### config.mk
export PLATFORM = sky130hd
export DESIGN_NAME = ps2_scancode_fifo
export DESIGN_NICKNAME = d
export VERILOG_FILES = /design/src/rtl/ps2_scancode_fifo.sv
export SDC_FILE = /design/constraint.sdc
export NUM_CORES = 1
export LEC_CHECK = 0
export ABC_AREA = 1
export CAP_MARGIN = 0
export CORE_ASPECT_RATIO = 0.7
export CORE_UTILIZATION = 65
export CTS_CLUSTER_SIZE = 14
export DETAILED_ROUTE_END_ITERATION = 8
export PLACE_DENSITY_LB_ADDON = 0.1
export SETUP_SLACK_MARGIN = 0.05
export SYNTH_ARGS = -nofsm -noshare
export SYNTH_HDL_FRONTEND = slang
export SYNTH_SLANG_ARGS = --single-unit
### constraint.sdc
create_clock -name clock -period 5.25 [get_ports clock]
set_clock_uncertainty 0.05 [all_clocks]
set_input_delay 0.525 -clock clock [delete_from_list [all_inputs] [get_ports clock]]
set_output_delay 0.525 -clock clock [all_outputs]
set_load 0.03 [all_outputs]
### src/rtl/ps2_scancode_fifo.sv
// PS/2 set-2 scancode decoder with an event FIFO and live modifier tracking.
// Consumes one byte per ps2_data_clk strobe and emits {ext, release, code} events
// into a show-ahead FIFO read by the CPU side.
module ps2_scancode_fifo #(
  parameter int unsigned DEPTH_LOG2 = 4
) (
  input  logic                  clock,
  input  logic                  reset_n,
  input  logic [7:0]            ps2_data,
  input  logic                  ps2_data_clk,
  input  logic                  rd,
  input  logic                  clr_ovf,
  output logic [9:0]            o_data,
  output logic                  o_valid,
  output logic [DEPTH_LOG2:0]   o_count,
  output logic                  overflow,
  output logic                  mod_shift,
  output logic                  mod_ctrl,
  output logic                  mod_alt,
  output logic                  caps_lock
);

  localparam int unsigned DEPTH = 1 << DEPTH_LOG2;
  localparam logic [DEPTH_LOG2:0] FULL_CNT = {1'b1, {DEPTH_LOG2{1'b0}}};

  localparam logic [2:0] ST_IDLE   = 3'd0;
  localparam logic [2:0] ST_EXT    = 3'd1;
  localparam logic [2:0] ST_REL    = 3'd2;
  localparam logic [2:0] ST_EXTREL = 3'd3;
  localparam logic [2:0] ST_SKIP   = 3'd4;

  logic [2:0] state_q, state_d;
  logic [2:0] skip_q, skip_d;

  logic       emit;
  logic       ev_ext;
  logic       ev_rel;
  logic       ev_pause;
  logic [7:0] ev_code;
  logic [9:0] ev_data;

  // Decoder next state and event generation; only advances on a byte strobe.
  always_comb begin
    state_d  = state_q;
    skip_d   = skip_q;
    emit     = 1'b0;
    ev_ext   = 1'b0;
    ev_rel   = 1'b0;
    ev_pause = 1'b0;
    ev_code  = ps2_data;
    if (ps2_data_clk) begin
      case (state_q)
        ST_IDLE: begin
          case (ps2_data)
            8'hE0: state_d = ST_EXT;
            8'hF0: state_d = ST_REL;
            8'hE1: begin
              state_d = ST_SKIP;
              skip_d  = 3'd7;
            end
            // Controller replies / errors carry no key information.
            8'h00, 8'hAA, 8'hEE, 8'hFA, 8'hFE, 8'hFF: state_d = ST_IDLE;
            default: emit = 1'b1;
          endcase
        end
        ST_EXT: begin
          if (ps2_data == 8'hF0) begin
            state_d = ST_EXTREL;
          end else if (ps2_data == 8'h12 || ps2_data == 8'h59) begin
            // Fake shifts wrapped around extended keys are noise.
            state_d = ST_IDLE;
          end else if (ps2_data == 8'hE0) begin
            state_d = ST_EXT;
          end else begin
            emit    = 1'b1;
            ev_ext  = 1'b1;
            state_d = ST_IDLE;
          end
        end
        ST_REL: begin
          emit    = 1'b1;
          ev_rel  = 1'b1;
          state_d = ST_IDLE;
        end
        ST_EXTREL: begin
          state_d = ST_IDLE;
          if (ps2_data != 8'h12 && ps2_data != 8'h59) begin
            emit   = 1'b1;
            ev_ext = 1'b1;
            ev_rel = 1'b1;
          end
        end
        ST_SKIP: begin
          skip_d = skip_q - 3'd1;
          if (skip_q == 3'd1) begin
            emit     = 1'b1;
            ev_ext   = 1'b1;
            ev_pause = 1'b1;
            ev_code  = 8'h77;
            state_d  = ST_IDLE;
          end
        end
        default: state_d = ST_IDLE;
      endcase
    end
  end

  assign ev_data = {ev_ext, ev_rel, ev_code};

  // Decoder state; reset abandons any partial prefix sequence.
  always_ff @(posedge clock or negedge reset_n) begin
    if (!reset_n) begin
      state_q <= ST_IDLE;
      skip_q  <= 3'd0;
    end else begin
      state_q <= state_d;
      skip_q  <= skip_d;
    end
  end

  logic [9:0]            mem [DEPTH];
  logic [DEPTH_LOG2-1:0] wptr_q, rptr_q, rptr_d;
  logic [DEPTH_LOG2:0]   count_q, count_d, count_after_pop;
  logic                  full, do_pop, do_push, drop;
  logic [9:0]            head_d;

  // FIFO control: a pop frees a slot for a same-cycle push even when full.
  always_comb begin
    full            = (count_q == FULL_CNT);
    do_pop          = rd && (count_q != '0);
    do_push         = emit && (!full || do_pop);
    drop            = emit && full && !do_pop;
    count_after_pop = count_q - (DEPTH_LOG2 + 1)'(do_pop);
    count_d         = count_after_pop + (DEPTH_LOG2 + 1)'(do_push);
    rptr_d          = rptr_q + DEPTH_LOG2'(do_pop);
    // The new event becomes the head directly when nothing older remains.
    if (count_d == '0) begin
      head_d = '0;
    end else if (count_after_pop == '0) begin
      head_d = ev_data;
    end else begin
      head_d = mem[rptr_d];
    end
  end

  // Event storage.
  always_ff @(posedge clock) begin
    if (do_push) begin
      mem[wptr_q] <= ev_data;
    end
  end

  // Pointers, count, registered show-ahead head and sticky overflow.
  always_ff @(posedge clock or negedge reset_n) begin
    if (!reset_n) begin
      wptr_q   <= '0;
      rptr_q   <= '0;
      count_q  <= '0;
      o_data   <= '0;
      o_valid  <= 1'b0;
      overflow <= 1'b0;
    end else begin
      if (do_push) begin
        wptr_q <= wptr_q + DEPTH_LOG2'(1);
      end
      rptr_q  <= rptr_d;
      count_q <= count_d;
      o_data  <= head_d;
      o_valid <= (count_d != '0);
      if (drop) begin
        overflow <= 1'b1;
      end else if (clr_ovf) begin
        overflow <= 1'b0;
      end
    end
  end

  assign o_count = count_q;

  logic lshift_q, rshift_q, lctrl_q, rctrl_q, lalt_q, ralt_q, caps_held_q;
  logic mod_ev, make;

  assign mod_ev = emit && !ev_pause;
  assign make   = !ev_rel;

  // Held-key tracking; PAUSE is excluded so its embedded 14/77 bytes do nothing.
  always_ff @(posedge clock or negedge reset_n) begin
    if (!reset_n) begin
      lshift_q    <= 1'b0;
      rshift_q    <= 1'b0;
      lctrl_q     <= 1'b0;
      rctrl_q     <= 1'b0;
      lalt_q      <= 1'b0;
      ralt_q      <= 1'b0;
      caps_held_q <= 1'b0;
      caps_lock   <= 1'b0;
    end else if (mod_ev) begin
      case ({ev_ext, ev_code})
        9'h012: lshift_q <= make;
        9'h059: rshift_q <= make;
        9'h014: lctrl_q  <= make;
        9'h114: rctrl_q  <= make;
        9'h011: lalt_q   <= make;
        9'h111: ralt_q   <= make;
        9'h058: begin
          // Typematic repeats arrive while held and must not toggle again.
          if (make && !caps_held_q) begin
            caps_lock <= ~caps_lock;
          end
          caps_held_q <= make;
        end
        default: ;
      endcase
    end
  end

  assign mod_shift = lshift_q | rshift_q;
  assign mod_ctrl  = lctrl_q | rctrl_q;
  assign mod_alt   = lalt_q | ralt_q;

endmodule

# Word-level counts from Yosys, hierarchy flattened
# Memory sizes are Yosys's and may differ from the RTL's.
# Index checks and enable logic that the tools add are counted.
# word_totals
regBits	39
latchBits	0
ram_bits	160
romBits	0
in_bits	13
mem_count	1
# mem_list
name	depth	word_bits	rd	rd_clocked_by_memory_dff	write_ports	line	source
mem	16	10	1	0	1	121	logic [9:0] mem [DEPTH];
# classes
add_sub_neg	5
multipliers	0
n_div	0
order_cmp	0
eq_ne	28
n_shift	0
n_mux	31
bitwise	4
n_reduce_logical	34
# op_table
cell	n
$eq A8 B8 Y1 const B	8
$eq A9 B5 Y1 const B	3
$mux W8	3
$mux W10	2
$eq A9 B7 Y1 const B	2
$eq A9 B9 Y1 const B	2
$mux W1	17
$reduce_and A2 Y1	7
$pmux W3 S4	1
$logic_not A5 Y1	2
$reduce_bool A5 Y1	2
$pmux W3 S3	1
$reduce_and A3 Y1	3
$reduce_or A9 Y1	1
$eq A8 B5 Y1 const B	1
$eq A8 B7 Y1 const B	1
$logic_not A8 Y1	1
$ne A8 B5 Y1 const B	1
$ne A8 B7 Y1 const B	1
$logic_and A1 B1 Y1	7
$eq A3 B1 Y1 const B	2
$eq A3 B2 Y1 const B	2
$mux W3	2
$pmux W3 S2	1
other kinds (21)	29

# Longest topological paths before layout
# depth
depth_word	10
mapped_depth	21
ltp_nobuf	20

# Worst setup path after synthesis
# OpenSTA, ideal clock, no wires.
# synth_timing
path_type	input port to flip-flop
from	input ps2_data[2]
to	register o_data[8]
arrival_time_ns	2.767
setup_slack_ns	2.311
cell_stages	19
path_cell_list	inv_2 > nand2_1 > nor2_1 > nand2_1 > nand3_1 > nand2_1 > nor2_4 > nand3_4 > nand2_2 > nor2_4 > buf_6 > ha_1 > ha_1 > nor2_1 > o21ai_0 > nor3_4 > inv_2 > o21ai_0 > nor2_1
# synth_between
elab_chain_len	10
elab_cells_between_ends	30
cone_classes	1 x add/sub; 12 x eq/ne; 11 x mux; 6 x reduce/logical
# synth_rtl
element	line	source
start, declared	9	input logic [7:0] ps2_data,
$eq A8 B8 Y1 (tied with other cells)	54, 72	
$mux W1 or $logic_or A1 B1 Y1 (tied branches)	72, 69	
$mux W1	69	end else if (ps2_data == 8'h12 || ps2_data == 8'h59) begin
$mux W1	67	if (ps2_data == 8'hF0) begin
$pmux W1 S5 *	52	case (state_q)
$mux W1 *	51	if (ps2_data_clk) begin
$logic_and A1 B1 Y1 *	131	do_push = emit && (!full || do_pop);
net do_push	124	logic full, do_pop, do_push, drop;
$add A5 B1 Y5 *	134	count_d = count_after_pop + (DEPTH_LOG2 + 1)'(do_push);
net count_d[1]	123	logic [DEPTH_LOG2:0] count_q, count_d, count_after_pop;
$logic_not A5 Y1 *	137	if (count_d == '0) begin
$mux W10 *	137	
net head_d[8]	125	logic [9:0] head_d;
end signal, assigned	159	o_data <= '0;
end signal, assigned	168	o_data <= head_d;
end, declared	13	output logic [9:0] o_data,
# The timed path passes the listed nets; every way through them passes the cells marked *.
# A chain may end at the register's enable or synchronous reset.

# Worst setup path after layout
# layout_timing
from	input ps2_data[1]
to	register o_data[5]
# layout_between
elab_chain_len	10
elab_cells_between_ends	27
cone_classes	1 x add/sub; 12 x eq/ne; 8 x mux; 6 x reduce/logical
# layout_rtl
element	line
$eq A8 B8 Y1 (tied with other cells)	54, 72
$mux W1 or $logic_or A1 B1 Y1 (tied branches)	72, 69
$mux W1	69
$mux W1	67
$pmux W1 S5 *	52
$mux W1 *	51
$logic_and A1 B1 Y1 *	131
$add A5 B1 Y5 *	134
net count_d[4]	123
$logic_not A5 Y1 *	137
$mux W10 *	137
net head_d[5]	125
# Marks and branches as above.

==> metrics.txt <==
final setup TNS=0 ns; critical path class=in2reg; Max Fclk=280 MHz; critical path arrival=between 3 and 4 ns; CTS tree=built; TritonCTS Sinks=~200; clock-pin slew on the worst setup and hold paths=around 0.080 ns; clock buffer depth=2; P_int=3.43 mW; RSZ-0062 raised after global routing=false; post-synth design cell area=between 8000 and 9000 µm²; post-synthesis sequential area ratio=between 60% and 70%; Worst VDD drop=about 0.30 mV; Yosys cell types=41; Synth Area in XOR/XNOR=between 1 and 1.5%; Layout Utilization=roughly 74%; Final Slew Violations=0; Sw Ratio=a little over two fifths; dpl hpwl=about 13 mm; Row Count=35; Leak Pwr=approximately 3.8 nW; Synthesized Nets=approximately 830; worst-path fanout max=11; Tcrit/Tclk final=between 60% and 70%; die height=about 100 µm; Clock Latency Late Sink=0.42 ns; post-synthesis compound-gate area fraction=under 10%; synthesized area per cell=about 11 µm²; clock share of power=between 20% and 30%; Gate Count Post-Synth=between 800 and 900; vias in the first global route=about 5,700; DRC viols=0; power share of the sequential group=34.4%; die footprint=13,900 µm²; CP startpoint=ps2_data[1]; vias=6,087; commonest non-fill, non-tap cells in the layout=nand2_1 (209), edfxtp_1 (160), nand3_1 (87), a21oi_1 (56), nor2_1 (53); ratio of cells with drive above 1 in the final layout=approximately 10%; # diodes=0; startpoint types=input pin; min Tclk post-route=between 3 and 4 ns; Setup violations, final=0; io pins=34; CP endpoint kind=flop; PwrDens=just over 600 nW/µm²; Vias/cell=between 6 and 7; Initial Utilization=66.5%; Post-Synth Simple-Gate Area=approximately 20%; Final ANT Viol Nets=0; Yosys top cell area share=between 50% and 60%; Final Wtd Congestion=0.857; Hold WC Path Type=in2async; first-pass GRT wire length=30.9 mm; non-filler instance count after layout=about 1,000; max_slew headroom=between 10% and 20%; Post-Place Cells=979; Sw Pwr=between 2 and 3 mW; reg2reg start=o_count[1]; CTS Buf Count=17; cts hold-fix bufs=0; cell taking the most area after synthesis=edfxtp_1; top post-synthesis cells by area=edfxtp_1 (55%), dfrtp_1 (11%), nand2_1 (9.0%), nand3_1 (5.0%), a21oi_1 (3.2%); initial antenna violation count=0; Core Region=between 10,000 and 15,000 µm²; port buffer count=33; Total Wirelength=about 20 mm; largest net degree at the start of global routing=slightly above 80; Max-Cap Viols=0; run status=completed; CP required=5.49 ns; Final #Nets=about 860; Total GRT Usage=between 30 and 40%; most common cell after layout, fill and taps aside=nand2_1; final hold violation count=0; hold slack=approximately 0.18 ns; Synth-to-Final Area Change=12.0%; combinational family with the most area after synthesis=simple AND/OR/NAND/NOR gates; initial detailed-routing violation count=722; cells resized by post-CTS repair=0; combinational share of power=a little over two fifths; FF+latch count, synth=199; gr ovfl total=0; multiplexer area fraction after synthesis=0%; worst slew pin tran=between 1 and 1.5 ns; CTS Root Cell=clkbuf_16; Synthesis Warnings=0; Die Wd=141 µm; DRT Pass-1 Iters=5; Routed wire per std cell=between 15 and 20 µm; CTS H-tree depth=4; adder-cell share of the synthesized area=under 10%; total setup buffers inserted after CTS=0
cell type report:
class                           count  area [µm²]
Timing Repair Buffer               42         393
Clock buffer                       18         429
Inverter                           49         184
Tap cell                          166         208
Sequential cell                   199        5780
Multi-Input combinational cell    523        2630
Clock inverter                     14         161
Fill cell                         857        3350
sequential cells by signal, summed over array words and instances, names as in the netlist:
signal / flops
o_data: 10
caps_held_q: 1
rptr_q: 4
o_valid: 1
ralt_q: 1
rshift_q: 1
caps_lock: 1
o_count: 5
skip_q: 3
overflow: 1
mem: 160
lctrl_q: 1
state_q: 3
rctrl_q: 1
wptr_q: 4
lshift_q: 1
lalt_q: 1
routing by layer:
metal,share of wire [%],GRT usage (%),vias up
li1,-,-,2838
met1,47,47.0,2962
met2,44,45.0,269
met3,8.4,6.32,18
met4,1.1,7.27,0
met5,0,0,-
through the flow:
step           worst slack (ns)  total power [mW]  instance area, µm²
2_1_floorplan              2.31              3.78                8730
4_1_cts                    1.74              5.88                9790
3_3_place_gp               1.47              4.53                9200
6_report                   1.68              5.94                9790
3_5_place_dp               1.29              4.61                9200
5_1_grt                    1.38              6.24                9790
cell families after synthesis:
family,count (synthesis)
AO/OA/AOI/OAI,102
XOR/XNOR,8
adder cells (fa/ha/maj),12
buffers and inverters,82
flip-flops,199
AND/OR/NAND/NOR,401
synthesized netlist by cell type, drive strengths merged:
master,instances
nand3b,1
edfxtp,160
clkbuf,25
buf,8
clkinv,3
nor2,67
inv,46
nor4,2
o21ai,15
o211ai,4
a32oi,1
xnor2,3
a21boi,1
a21oi,56
nand4,2
a22oi,20
ha,12
dfrtp,39
xor2,5
nor3,16
or2,4
o21bai,1
a32o,3
nand2,220
nand3,89
o31ai,1
power by group through the flow:
| stage | registers (mW) | clock network, mW | logic [mW] |
|---|---|---|---|
| finish | 2.04 | 1.29 | 2.61 |
| global route | 2.06 | 1.35 | 2.83 |
| CTS | 2.04 | 1.29 | 2.55 |
| detailed placement | 2.07 | 0 | 2.53 |
| global placement | 2.06 | 0 | 2.46 |
| floorplan | 2.18 | 0 | 1.60 |
worst paths after layout:
path	endpoint	slack, ns	cells after the start
min in group clock	lshift_q	0.43	2
min reg2reg	lshift_q	0.43	2
max	o_data[5]	1.68	19
max in group asynchronous	wptr_q[1]	4.39	1
min	o_count[2]	0.18	1
max reg2reg	o_data[5]	1.73	13
critical path, stage by stage:
cell and delay, ns:
clkdlybuf4s50_1 0.57, inv_2 0.08, nand2_1 0.12, nor2_2 0.07
nand2_1 0.08, nand2_2 0.08, nor2_2 0.10, nand3_2 0.12
nand3_4 0.11, nand2_2 0.07, nor2_4 0.35, ha_1 0.24
ha_1 0.17, inv_1 0.05, nor2_1 0.19, nand2_1 0.09
xor2_1 0.28, nor3_4 0.12, nor3_1 0.38
(Power assumes the default switching activity.)
